## config.mk

```make
export PLATFORM = sky130hd
export DESIGN_NAME = trng_health_fifo
export DESIGN_NICKNAME = d
export VERILOG_FILES = /design/src/rtl/trng_pkg.sv /design/src/rtl/trng_word_fifo.sv /design/src/rtl/trng_health_fifo.sv
export SDC_FILE = /design/constraint.sdc
export NUM_CORES = 1
export LEC_CHECK = 0
export ABC_AREA = 0
export CAP_MARGIN = 40
export CORE_MARGIN = 2
export CORE_UTILIZATION = 36
export CTS_CLUSTER_DIAMETER = 30
export DETAILED_ROUTE_END_ITERATION = 10
export GPL_TIMING_DRIVEN = 1
export PLACE_DENSITY_LB_ADDON = 0.2
export SLEW_MARGIN = 10
export SYNTH_ARGS = -nofsm -noshare
export SYNTH_HDL_FRONTEND = slang
export SYNTH_SLANG_ARGS = --single-unit
```

## constraint.sdc

```tcl
create_clock -name clk -period 9.4 [get_ports clk]
set_input_delay 1.88 -clock clk [delete_from_list [all_inputs] [get_ports clk]]
set_output_delay 1.88 -clock clk [all_outputs]
set_load 0.05 [all_outputs]
```

## src/rtl/trng_pkg.sv

```systemverilog
`default_nettype none
// ============================================================================
// Module : trng_pkg
// Brief  : Shared constants, FSM encoding and popcount helper for the TRNG
//          health-test FIFO.
// Rev    : 1.0
// ============================================================================
package trng_pkg;

    localparam int c_word_w        = 32;
    localparam int c_def_depth     = 16;
    localparam int c_def_warmup    = 8;
    localparam int c_def_rep_limit = 4;
    localparam int c_def_win_words = 32;
    localparam int c_def_ones_lo   = 460;
    localparam int c_def_ones_hi   = 564;

    typedef enum logic [1:0] {
        ST_WARMUP = 2'd0,
        ST_RUN    = 2'd1,
        ST_FAIL   = 2'd2
    } state_t;

    function automatic logic [5:0] popcount32(input logic [c_word_w-1:0] w);
        logic [5:0] n;
        n = '0;
        for (int i = 0; i < c_word_w; i++) begin
            n = n + {5'd0, w[i]};
        end
        return n;
    endfunction

endpackage
`default_nettype wire

```

## src/rtl/trng_word_fifo.sv

```systemverilog
`default_nettype none
// ============================================================================
// Module : trng_word_fifo
// Brief  : First-word-fall-through synchronous FIFO with flush.
// Rev    : 1.0
// ============================================================================
module trng_word_fifo #(
    parameter int DEPTH = 16,
    parameter int WIDTH = 32
) (
    input  logic                     clk,
    input  logic                     rst,
    input  logic                     push,
    input  logic                     pop,
    input  logic                     flush,
    input  logic [WIDTH-1:0]         din,
    output logic [WIDTH-1:0]         dout,
    output logic                     empty,
    output logic                     full,
    output logic [$clog2(DEPTH):0]   level
);

    localparam int c_ptr_w = $clog2(DEPTH);

    logic [WIDTH-1:0]   r_mem [DEPTH];
    logic [c_ptr_w-1:0] r_wr_ptr;
    logic [c_ptr_w-1:0] r_rd_ptr;
    logic [c_ptr_w:0]   r_level;
    logic               w_pop;
    logic               w_push;

    assign empty = (r_level == '0);
    assign full  = (r_level == (c_ptr_w+1)'(DEPTH));
    assign level = r_level;
    // Pop while empty is ignored; a full FIFO still accepts a push paired with a pop.
    assign w_pop  = pop & ~empty & ~flush;
    assign w_push = push & (~full | w_pop) & ~flush;
    assign dout   = empty ? '0 : r_mem[r_rd_ptr];

    always_ff @(posedge clk) begin
        if (w_push) begin
            r_mem[r_wr_ptr] <= din;
        end
    end

    always_ff @(posedge clk or posedge rst) begin
        if (rst) begin
            r_wr_ptr <= '0;
            r_rd_ptr <= '0;
            r_level  <= '0;
        end else if (flush) begin
            r_wr_ptr <= '0;
            r_rd_ptr <= '0;
            r_level  <= '0;
        end else begin
            if (w_push) begin
                r_wr_ptr <= r_wr_ptr + c_ptr_w'(1);
            end
            if (w_pop) begin
                r_rd_ptr <= r_rd_ptr + c_ptr_w'(1);
            end
            case ({w_push, w_pop})
                2'b10:   r_level <= r_level + (c_ptr_w+1)'(1);
                2'b01:   r_level <= r_level - (c_ptr_w+1)'(1);
                default: r_level <= r_level;
            endcase
        end
    end

endmodule
`default_nettype wire

```

## src/rtl/trng_health_fifo.sv

```systemverilog
`default_nettype none
// ============================================================================
// Module : trng_health_fifo
// Brief  : TRNG warm-up discard, repetition/ones-density health tests and
//          output buffering with sticky alarms.
// Rev    : 1.0
// ============================================================================
module trng_health_fifo
    import trng_pkg::*;
#(
    parameter int DEPTH     = c_def_depth,
    parameter int WARMUP    = c_def_warmup,
    parameter int REP_LIMIT = c_def_rep_limit,
    parameter int WIN_WORDS = c_def_win_words,
    parameter int ONES_LO   = c_def_ones_lo,
    parameter int ONES_HI   = c_def_ones_hi
) (
    input  logic                    clk,
    input  logic                    rst,
    input  logic [c_word_w-1:0]     in_data,
    input  logic                    in_valid,
    output logic [c_word_w-1:0]     m_data,
    output logic                    m_valid,
    input  logic                    m_ready,
    output logic [$clog2(DEPTH):0]  level,
    output logic                    overflow,
    output logic                    health_fail,
    input  logic                    clear_err
);

    localparam int c_warm_w = $clog2(WARMUP + 1);
    localparam int c_rep_w  = $clog2(REP_LIMIT + 1);
    localparam int c_acc_w  = $clog2(c_word_w * WIN_WORDS + 1);
    localparam int c_win_w  = $clog2(WIN_WORDS + 1);

    localparam logic [c_warm_w-1:0] c_warm_last = c_warm_w'(WARMUP - 1);
    localparam logic [c_rep_w-1:0]  c_rep_limit = c_rep_w'(REP_LIMIT);
    localparam logic [c_win_w-1:0]  c_win_last  = c_win_w'(WIN_WORDS - 1);
    localparam logic [c_acc_w-1:0]  c_ones_lo   = c_acc_w'(ONES_LO);
    localparam logic [c_acc_w-1:0]  c_ones_hi   = c_acc_w'(ONES_HI);

    state_t                r_state;
    logic [c_warm_w-1:0]   r_warm_cnt;
    logic [c_rep_w-1:0]    r_rep_cnt;
    logic [c_word_w-1:0]   r_last_word;
    logic [c_acc_w-1:0]    r_acc;
    logic [c_win_w-1:0]    r_win_cnt;
    logic                  r_overflow;
    logic                  r_health_fail;

    logic                  w_empty;
    logic                  w_full;
    logic                  w_pop_now;
    logic                  w_run_word;
    logic [c_rep_w-1:0]    w_rep_next;
    logic [c_acc_w-1:0]    w_sum;
    logic                  w_win_last;
    logic                  w_fail;
    logic                  w_push;
    logic                  w_drop;

    assign m_valid     = ~w_empty;
    assign overflow    = r_overflow;
    assign health_fail = r_health_fail;

    assign w_pop_now  = m_valid & m_ready;
    assign w_run_word = in_valid & (r_state == ST_RUN) & ~clear_err;
    // A zero count marks the first word after warm-up, which never matches.
    assign w_rep_next = ((r_rep_cnt != '0) && (in_data == r_last_word))
                        ? r_rep_cnt + c_rep_w'(1) : c_rep_w'(1);
    assign w_sum      = r_acc + c_acc_w'(popcount32(in_data));
    assign w_win_last = (r_win_cnt == c_win_last);
    assign w_fail     = (w_rep_next >= c_rep_limit) |
                        (w_win_last & ((w_sum < c_ones_lo) | (w_sum > c_ones_hi)));
    assign w_push     = w_run_word & ~w_fail & (~w_full | w_pop_now);
    assign w_drop     = w_run_word & ~w_fail & w_full & ~w_pop_now;

    trng_word_fifo #(
        .DEPTH (DEPTH),
        .WIDTH (c_word_w)
    ) u_fifo (
        .clk   (clk),
        .rst   (rst),
        .push  (w_push),
        .pop   (m_ready),
        .flush (clear_err),
        .din   (in_data),
        .dout  (m_data),
        .empty (w_empty),
        .full  (w_full),
        .level (level)
    );

    always_ff @(posedge clk or posedge rst) begin
        if (rst) begin
            r_state       <= ST_WARMUP;
            r_warm_cnt    <= '0;
            r_rep_cnt     <= '0;
            r_last_word   <= '0;
            r_acc         <= '0;
            r_win_cnt     <= '0;
            r_overflow    <= 1'b0;
            r_health_fail <= 1'b0;
        end else if (clear_err) begin
            r_state       <= ST_WARMUP;
            r_warm_cnt    <= '0;
            r_rep_cnt     <= '0;
            r_last_word   <= '0;
            r_acc         <= '0;
            r_win_cnt     <= '0;
            r_overflow    <= 1'b0;
            r_health_fail <= 1'b0;
        end else begin
            case (r_state)
                ST_WARMUP: begin
                    if (in_valid) begin
                        if (r_warm_cnt == c_warm_last) begin
                            r_state    <= ST_RUN;
                            r_warm_cnt <= '0;
                            r_rep_cnt  <= '0;
                            r_acc      <= '0;
                            r_win_cnt  <= '0;
                        end else begin
                            r_warm_cnt <= r_warm_cnt + c_warm_w'(1);
                        end
                    end
                end
                ST_RUN: begin
                    if (in_valid) begin
                        r_rep_cnt   <= w_rep_next;
                        r_last_word <= in_data;
                        if (w_win_last) begin
                            r_acc     <= '0;
                            r_win_cnt <= '0;
                        end else begin
                            r_acc     <= w_sum;
                            r_win_cnt <= r_win_cnt + c_win_w'(1);
                        end
                        if (w_fail) begin
                            r_state       <= ST_FAIL;
                            r_health_fail <= 1'b1;
                        end
                        if (w_drop) begin
                            r_overflow <= 1'b1;
                        end
                    end
                end
                ST_FAIL: begin
                    r_state <= ST_FAIL;
                end
                default: begin
                    r_state <= ST_WARMUP;
                end
            endcase
        end
    end

endmodule
`default_nettype wire

```

==> results.yml, run 1 <==
run_status:
  status: "finished, final reports clean"
placement:
  post-dp-hpwl_um: 36710
  placed_cell_area_mm2: 0.02747
  post-place-ws_ps: -63.07
  portBuffers: 76
  place_inst: 2292
  gp_congestion: 0.8321
run:
  max-cap-violations: 0
global_routing:
  grt_first_pass_wirelength_um: 93590
  antenna_found_initial: 0
  grt_pass1_vias: 14460
  track_usage_pct: 18.30
  grt_max_degree: 110
  overflow: 0
routing:
  drc: 0
  final_antenna_net_count: 0
  dr.pass1.iters: 5
  wl_um: 62840
  routedWlPerCell_um: 25.01
  num_vias: 13160
  vias_per_cell: 5.235
  drt_iter0_drc: 1088
clocking:
  ctsHtreeMaxLevel: 3
  post_cts_buffers: 0
  cts.sinks: 585
  cts_made_buffers: 118
  cts_tree: "done"
  clk_latency_ps: 680
  cts.clk_slew.worst_paths_ps: 50
  cts_resized: 0
  cts_hold_buf: 0
  ctsRootBufferMaster: "clkbuf_16"
  cts_buffer_depth: 3
worst_setup_path:
  cp_max_fo: 5
  cp.arrival_ps: 9370
  worstPathCellList: "clkdlybuf4s50_1, fa_1, inv_1, fa_1, fa_1, fa_1, fa_1, fa_1, fa_1, fa_1, nand2b_2, a21o_1, a211oi_1, o22ai_1, nor4bb_4, o211ai_4, nand2_1, inv_1, ha_1, a21o_1, a21oi_1, a21oi_1, a2111o_1, o311ai_0"
  slowest_stage: "fa_1"
  required_ps: 9960
  path_common_cell: "fa_1"
  worst_setup_path_start_kind: "input port"
  crit_family: "adder cells"
  crit_buf_inv: 3
  crit_type: "input port to register"
  endpoint_kind: "register"
  slowest_delay_ps: 730
finish:
  nets: 1633
  areaGrowthSynthToFinish_pct: 28.38
  finish.utilization_pct: 46.90
  n_fill_cell: 5677
  n_antenna_cell: 0
  fin_area_mm2: 0.03166
  layout-drive-gt1-share_pct: 28.78
  stdcell_count: 2513
synthesis:
  synth_cell_type_count: 64
  synth_area_mm2: 0.02466
  synth_fp_nets: 1409
  synth_top_cell_by_area: "edfxtp_1"
  synth_top_area_share_pct: 62.34
  ys.flop_type: "edfxtp_1"
  avgSynthCellArea_um2: 18.76
  synthCells: 1315
  ys_seq_area_share_pct: 69.74
  ys_ff_latch: 585
  synthTopCellsByArea: "edfxtp_1 62%, mux4_2 15%, dfrtp_1 7.4%"
  yosysWarningCount: 0
  synth-async-reset-ratio_pct: 12.48
  synth-edff-count: 512
timing:
  max_freq_mhz: 113.5
  hold_viol_final: 0
  fin_worst_skew_ps: 49.48
  setup_ws_ps: 589.4
  fin_crit_ps: 8811
  maxSlewHeadroom_pct: 33.88
  finalMaxSlewViolations: 0
  rsz0062_at_grt: "false"
  fin_crit_sh_pct: 93.73
  setup_violations: 0
  worst_pin_slew_ps: 991.7
  hold_ws_ps: 477.3
power:
  leakagePower_nw: 10.92
  power_density_mw_per_mm2: 302.1
  peakVddDrop_mv: 0.2741
die:
  dieWidth_um: 265.7
  die_area_mm2: 0.07062
  fp-row-count: 95
  fp.coreArea_mm2: 0.06751
  ios: 77
  die_h_um: 265.7
  start_util_pct: 36.53
hold_path:
  hold_class: "register to register"
-- worst paths after layout --
| path | from | slack (ps) | to | depth (start not counted) |
|---|---|---|---|---|
| setup reg to reg | r_acc[0] | 2620 | u_fifo.level[4] | 22 |
| hold reg to reg | r_acc[0] | 480 | r_acc[0] | 2 |
| hold / removal | r_acc[0] | 480 | r_acc[0] | 2 |
| max in group asynchronous | rst | 7130 | r_last_word[2] | 4 |
| setup / recovery | in_data[11] | 590 | u_fifo.level[4] | 24 |
| min in group asynchronous | rst | 1390 | u_fifo.r_rd_ptr[3] | 2 |
-- cells by family (layout without fill, tap and decap cells) --
| family | count (synthesis) | count (layout) | synth area share (%) |
|---|---|---|---|
| and+or+nand+nor | 206 | 206 | 4.185 |
| xor gates and xnor gates | 49 | 49 | 1.740 |
| muxes | 168 | 168 | 15.00 |
| DFF | 585 | 585 | 69.74 |
| adders and majority gates | 57 | 57 | 3.713 |
| buffers and inverters | 126 | 451 | 1.943 |
| AOI/OAI and AO/OA | 124 | 124 | 3.678 |
-- worst reg2reg max path, delay by kind of cell, from the launching register on --
family                   cells  cell delay, ps
adder cells (fa/ha/maj)      8            3650
flip-flops                   1             340
AO/OA/AOI/OAI                9            1900
buffers and inverters        2             130
AND/OR/NAND/NOR              3             680
-- power by group --
part	internal, mW	total, mW	switching, mW
clock network	2.91	4.29	1.39
registers	2.89	2.95	0.0643
logic	0.973	2.32	1.35
total	6.77	9.56	2.80
-- Yosys cell counts, drive strengths merged, types with 3 or more instances --
cell type and number:
edfxtp 512, mux4 160, dfrtp 73, inv 66
nand2 65, o21ai 47, clkbuf 44, xor2 42
nor2b 38, nor2 36, ha 30, fa 27
nor4 19, a21oi 17, buf 16, a22o 15
nor3 15, nand3 11, a21o 7, xnor2 7
mux2i 6, nand4 5, nand2b 4, o31ai 4
a211oi 3, a31oi 3, and2 3, o2111ai 3
o22ai 3, o41ai 3, or3 3
-- metrics by stage --
stage	total power [mW]	setup TNS (ps)
floorplan	4.662	-93750
global placement	5.300	-58.26
detailed placement	5.346	-63.07
CTS	9.665	0
global route	9.983	0
finish	9.564	0
-- per-layer routing --
layer,vias to the layer above,global-route usage (%),share of wire (%)
met1,7021,24.49,44
li1,5727,-,-
met2,326,30.22,50
met5,-,0,0
met3,81,3.244,4.3
met4,0,6.408,2.3
-- cell usage in the layout (no fill, tap or decap), drive strengths merged, types with 4 or more instances in the layout --
master and instances:
nor2b 38, clkinvlp 10, nand2 65, mux4 160, a22o 15, nor2 36
nand4 5, buf 88, bufinv 21, clkinv 53, xnor2 7, nand3 11
clkdlybuf4s50 76, inv 68, dfrtp 73, o31ai 4, a21o 7, nor3 15
nor4 19, o21ai 47, mux2i 6, a21oi 17, clkbuf 135, xor2 42
edfxtp 512, ha 30, nand2b 4, fa 27
-- registers in the layout, indices dropped and copies added, names as in the netlist, 4 cells and up --
name	cells
r_acc	11
r_last_word	32
r_warm_cnt	4
r_win_cnt	6
u_fifo.level	5
u_fifo.r_mem	512
u_fifo.r_rd_ptr	4
u_fifo.r_wr_ptr	4
-- area by class of cell --
cell class	instances	area, um2	area share (%)
inverters	66	249.0	0.7864
clock buffers	135	3057	9.654
flip-flops and latches	585	17210	54.36
clock inverters	86	1141	3.604
multi-input cells	604	7151	22.58
well taps	873	1092	3.450
repair buffers	164	1762	5.564
(Power assumes the default switching activity.)
==> inputs of run 2 (changes only) <==
--- a/config.mk
+++ b/config.mk
@@ -11,6 +11,7 @@
 export CORE_UTILIZATION = 36
 export CTS_CLUSTER_DIAMETER = 30
 export DETAILED_ROUTE_END_ITERATION = 10
+export DONT_BUFFER_PORTS = 1
 export GPL_TIMING_DRIVEN = 1
 export PLACE_DENSITY_LB_ADDON = 0.2
 export SLEW_MARGIN = 10
==> results.yml, run 2 (synthesized netlist as in run 1, its figures left out) <==
run_status:
  status: "finished, final reports clean"
finish:
  areaGrowthSynthToFinish_pct: 24.17
  multi_input_area_mm2: 0.007151
  n_antenna_cell: 0
  layout_commonest_cell: "edfxtp_1"
  layout-drive-gt1-share_pct: 30.08
  largestRegisters: "u_fifo.r_mem: 512 flops, r_last_word: 32 flops, r_acc: 11 flops"
  largest_register: "u_fifo.r_mem"
  finish.utilization_pct: 45.36
  n_fill_cell: 5776
  regArea_mm2: 0.01721
  largest_register_ffs: 512
  nets: 1538
  layout_common_cells: "512 x edfxtp_1, 160 x mux4_2, 122 x clkbuf_16"
worst_setup_path:
  crit_type: "input port to register"
  endpoint_kind: "register"
  r2r_slack_ps: 2260
  slowest_delay_ps: 560
  r2r-end: "u_fifo.level[4]"
  worstPathCellList: "fa_1, inv_1, fa_1, fa_1, fa_1, fa_1, fa_1, fa_1, fa_1, nand2b_2, a21o_1, a211oi_1, o22ai_1, nor4bb_4, o211ai_4, nand2_1, inv_1, ha_1, a21o_1, a21oi_1, a21oi_1, a2111o_1, o311ai_0"
  required_ps: 9920
  r2r-start: "r_acc[0]"
  cp_max_fo: 19
  path_common_cell: "fa_1"
  slowest_stage: "fa_1"
  cp.arrival_ps: 9000
  worst_setup_path_start_kind: "input port"
  reg2reg_depth: 22
clocking:
  ctsHtreeMaxLevel: 3
  cts.clk_slew.worst_paths_ps: 40
  clk_latency_ps: 660
  cts_buffer_depth: 3
  cts_hold_buf: 0
  cts_resized: 0
  cts_made_buffers: 120
  ctsRootBufferMaster: "clkbuf_16"
  cts.sinks: 585
  post_cts_buffers: 0
  cts_tree: "done"
power:
  p_int_mw: 6.648
  p_clk_share_pct: 45.4
  peakVddDrop_mv: 0.2254
  switching_share_pct: 29.03
  pwr-share-comb_pct: 22.8
  power_density_mw_per_mm2: 305.9
  leakagePower_nw: 10.54
  p_switching_mw: 2.719
  pwr-share-seq_pct: 31.8
global_routing:
  gr-usage-met3_pct: 4.159
  track_usage_pct: 16.90
  use_met2_pct: 27.34
  grt_max_degree: 57
  grt_pass1_vias: 13720
  overflow: 0
  use_met1_pct: 22.10
  busiest_layer: "met2"
  antenna_found_initial: 1
  grt_first_pass_wirelength_um: 87530
routing:
  num_vias: 12610
  routedWlPerCell_um: 23.88
  drt_iter0_drc: 736
  dr.pass1.iters: 4
  final_antenna_net_count: 0
  vias_per_cell: 5.206
  wl_um: 57850
  drc: 0
timing:
  worst_pin_slew_ps: 832.5
  finalMaxSlewViolations: 0
  hold_viol_final: 0
  rsz0062_at_grt: "false"
  fin_crit_ps: 8482
  setup_violations: 0
  maxSlewHeadroom_pct: 44.37
  hold_ws_ps: 486.4
  fin_worst_skew_ps: 28.03
  max_freq_mhz: 117.9
  fin_crit_sh_pct: 90.23
  setup_ws_ps: 918.3
die:
  dieWidth_um: 265.7
  die_h_um: 265.7
  ios: 77
  die_area_mm2: 0.07062
  fp-row-count: 95
  start_util_pct: 36.53
  fp.coreArea_mm2: 0.06751
hold_path:
  min_from: "r_acc[3]"
  min_to: "r_acc[3]"
  hold_depth: 2
  hold_class: "register to register"
placement:
  portBuffers: 0
  post-dp-hpwl_um: 32970
  post-place-ws_ps: 285.4
  gp_congestion: 0.8212
run:
  max-cap-violations: 0
==> run 2: cell count changes in the layout (fill, tap and decap cells not counted), sizes merged <==
| cell | previous run | this run |
|---|---|---|
| buf | 88 | 67 |
| bufinv | 21 | 16 |
| clkbuf | 135 | 141 |
| clkdlybuf4s50 | 76 | 0 |
| clkinv | 53 | 49 |
| inv | 68 | 77 |
==> run 2: through the flow <==
step / instance area [um2] / total power [mW] / cells / TNS [ps]
2_1_floorplan: 24740 / 4.662 / 1315 / -93750
4_1_cts: 30630 / 9.500 / 2422 / 0
3_3_place_gp: 26120 / 5.075 / 2159 / 0
3_5_place_dp: 26450 / 5.203 / 2195 / 0
6_report: 30630 / 9.368 / 2422 / 0
5_1_grt: 30630 / 9.806 / 2422 / 0
==> run 2: power groups by stage <==
stage | clock network, mW | registers [mW] | logic (mW)
after global routing | 4.47 | 2.99 | 2.35
after floorplan | 0 | 2.98 | 1.69
after CTS | 4.33 | 2.98 | 2.18
after global placement | 0 | 3.03 | 2.04
after detailed placement | 0 | 3.03 | 2.17
final | 4.25 | 2.98 | 2.14
==> run 2: worst max-delay path by stage <==
stage                           from                 end  slack, ps
after detailed placement  in_data[0]     u_fifo.level[4]        290
after global placement    in_data[0]     u_fifo.level[4]        340
after CTS                 in_data[0]     u_fifo.level[4]        930
after global routing      in_data[0]     u_fifo.level[4]        570
after floorplan           in_data[0]  u_fifo.r_mem[2][0]      -1280
final                     in_data[0]     u_fifo.level[4]        920
==> run 2: area by class of cell <==
cell class / instances / share of cell area [%]
Sequential cell: 585 / 56.20
Multi-Input combinational cell: 604 / 23.35
Timing Repair Buffer: 67 / 2.443
Tap cell: 873 / 3.567
Clock inverter: 86 / 3.166
Clock buffer: 141 / 10.46
Inverter: 66 / 0.8130
==> run 2: per-layer routing <==
layer,vias up,wire [um]
met4,0,1493
met3,85,3045
li1,5554,-
met5,-,0
met2,278,28120
met1,6693,25190
==> run 2: worst max-delay path: cells and delay by family <==
family | cells | cell delay [ps]
adder cells (fa/ha/maj) | 9 | 4200
AND/OR/NAND/NOR | 3 | 770
buffers and inverters | 2 | 140
AO/OA/AOI/OAI | 9 | 2020
==> inputs of run 3 (changes only) <==
--- a/config.mk
+++ b/config.mk
@@ -8,7 +8,7 @@
 export ABC_AREA = 0
 export CAP_MARGIN = 40
 export CORE_MARGIN = 2
-export CORE_UTILIZATION = 36
+export CORE_UTILIZATION = 55
 export CTS_CLUSTER_DIAMETER = 30
 export DETAILED_ROUTE_END_ITERATION = 10
 export DONT_BUFFER_PORTS = 1
==> results.yml, run 3 (synthesized netlist as in run 1, its figures left out) <==
worst_setup_path:
  crit_buf_inv: 2
  cp_max_fo: 18
  crit_family: "adder cells"
  required_ps: 9900
  r2r_slack_ps: 2260
  reg2reg_depth: 22
  endpoint_kind: "register"
  worst_setup_path_start_kind: "input port"
  path_common_cell: "fa_1"
  cp.arrival_ps: 9060
  worstPathCellList: "inv_1, fa_1, fa_1, fa_1, fa_1, fa_1, fa_1, fa_1, fa_1, nand2b_2, a21o_1, a211oi_1, o22ai_1, nor4bb_4, o211ai_4, nand2_1, inv_1, ha_1, a21o_1, a21oi_1, a21oi_1, a2111o_1, o311ai_0"
  r2r-end: "u_fifo.level[4]"
  r2r-start: "r_acc[0]"
  crit_type: "input port to register"
  slowest_stage: "fa_1"
  slowest_delay_ps: 570
timing:
  hold_viol_final: 0
  setup_violations: 0
  rsz0062_at_grt: "false"
  maxSlewHeadroom_pct: 42.36
  max_freq_mhz: 116.9
  fin_setup_tns_ps: 0
  fin_crit_sh_pct: 91.01
  finalMaxSlewViolations: 0
  fin_crit_ps: 8555
  fin_worst_skew_ps: 23.35
  worst_pin_slew_ps: 864.4
routing:
  routedWlPerCell_um: 26.27
  num_vias: 12930
  drc: 0
  vias_per_cell: 6.058
  dr.pass1.iters: 7
  wl_um: 56100
  drt_iter0_drc: 1229
  final_antenna_net_count: 0
finish:
  layout_common_cells: "512 x edfxtp_1, 160 x mux4_2, 115 x clkbuf_16"
  fin_area_mm2: 0.03001
  n_antenna_cell: 0
  largest_register: "u_fifo.r_mem"
  n_fill_cell: 2761
  largestRegisters: "u_fifo.r_mem: 512 flops, r_last_word: 32 flops, r_acc: 11 flops"
  layout-drive-gt1-share_pct: 30.07
  largest_register_ffs: 512
  areaGrowthSynthToFinish_pct: 21.68
  layout_commonest_cell: "edfxtp_1"
  finish.utilization_pct: 67.86
  nets: 1541
clocking:
  clk_latency_ps: 640
  cts_tree: "done"
  cts_resized: 0
  ctsHtreeMaxLevel: 3
  cts.sinks: 585
  cts_buffer_depth: 3
  cts.clk_slew.worst_paths_ps: 50
  cts_hold_buf: 0
  cts_made_buffers: 111
  post_cts_buffers: 0
  ctsRootBufferMaster: "clkbuf_16"
power:
  power_density_mw_per_mm2: 305.9
  p_total_mw: 9.179
  leakagePower_nw: 10.44
  peakVddDrop_mv: 0.3404
hold_path:
  hold_depth: 2
  hold_class: "register to register"
  min_from: "r_acc[0]"
  min_to: "r_acc[0]"
global_routing:
  grt_max_degree: 73
  antenna_found_initial: 0
  grt_first_pass_wirelength_um: 85670
  grt_pass1_vias: 13650
  overflow: 0
  track_usage_pct: 25.13
placement:
  post-dp-hpwl_um: 31320
  placed_cell_area_mm2: 0.02606
  portBuffers: 0
  gp_congestion: 0.8839
die:
  dieWidth_um: 215.8
  die_area_mm2: 0.04655
  ios: 77
  fp-row-count: 77
  fp.coreArea_mm2: 0.04422
  start_util_pct: 55.77
  die_h_um: 215.8
run:
  max-cap-violations: 0
run_status:
  status: "finished, final reports clean"
-- run 3: per-stage QoR --
| step | hold slack, ps | setup slack (ps) | std cells |
|---|---|---|---|
| finish | 485.1 | 845.2 | 2135 |
| global route | 514.8 | 526.9 | 2135 |
| CTS | 483.2 | 877.0 | 2134 |
| detailed placement | 473.9 | 210.2 | 1925 |
| global placement | 470.7 | 371.3 | 1888 |
| floorplan | 449.8 | -1279 | 1315 |
-- run 3: worst max-delay path by stage --
stage	from	to	slack [ps]	depth (start not counted)
2_1_floorplan	in_data[0]	u_fifo.r_mem[2][0]	-1280	16
3_3_place_gp	in_data[0]	u_fifo.level[4]	370	23
3_5_place_dp	in_data[0]	u_fifo.level[4]	210	23
4_1_cts	in_data[0]	u_fifo.level[4]	880	23
5_1_grt	in_data[0]	u_fifo.level[4]	530	23
6_report	in_data[5]	u_fifo.level[4]	850	23
-- run 3: final cells by class --
| type | count | area, um2 | share of cell area, % |
|---|---|---|---|
| Inverter | 66 | 249.0 | 0.8297 |
| Clock buffer | 131 | 3008 | 10.02 |
| Clock inverter | 78 | 917.1 | 3.056 |
| Tap cell | 592 | 740.7 | 2.468 |
| Timing Repair Buffer | 79 | 733.2 | 2.443 |
| Sequential cell | 585 | 17210 | 57.35 |
| Multi-Input combinational cell | 604 | 7151 | 23.83 |
-- run 3: metal layers --
metal / track usage (%) / vias to the layer above / routed length, um
li1: - / 5538 / -
met1: 34.22 / 6746 / 22800
met2: 40.09 / 547 / 27530
met3: 6.357 / 102 / 4170
met4: 8.644 / 0 / 1600
met5: 0 / - / 0
-- run 3: report_power, final --
group	internal [mW]	switching (mW)	leakage (nW)
clock	2.73	1.33	1.88
combinational	0.898	1.26	2.96
sequential	2.89	0.0688	5.60
total	6.52	2.66	10.4
-- run 3: worst reg2reg max path: cells and delay by family (launching register included) --
| kind | cells | cell delay [ps] |
|---|---|---|
| buffers and inverters | 2 | 150 |
| adder cells (fa/ha/maj) | 8 | 3750 |
| AND/OR/NAND/NOR | 3 | 790 |
| flip-flops | 1 | 340 |
| AO/OA/AOI/OAI | 9 | 2000 |
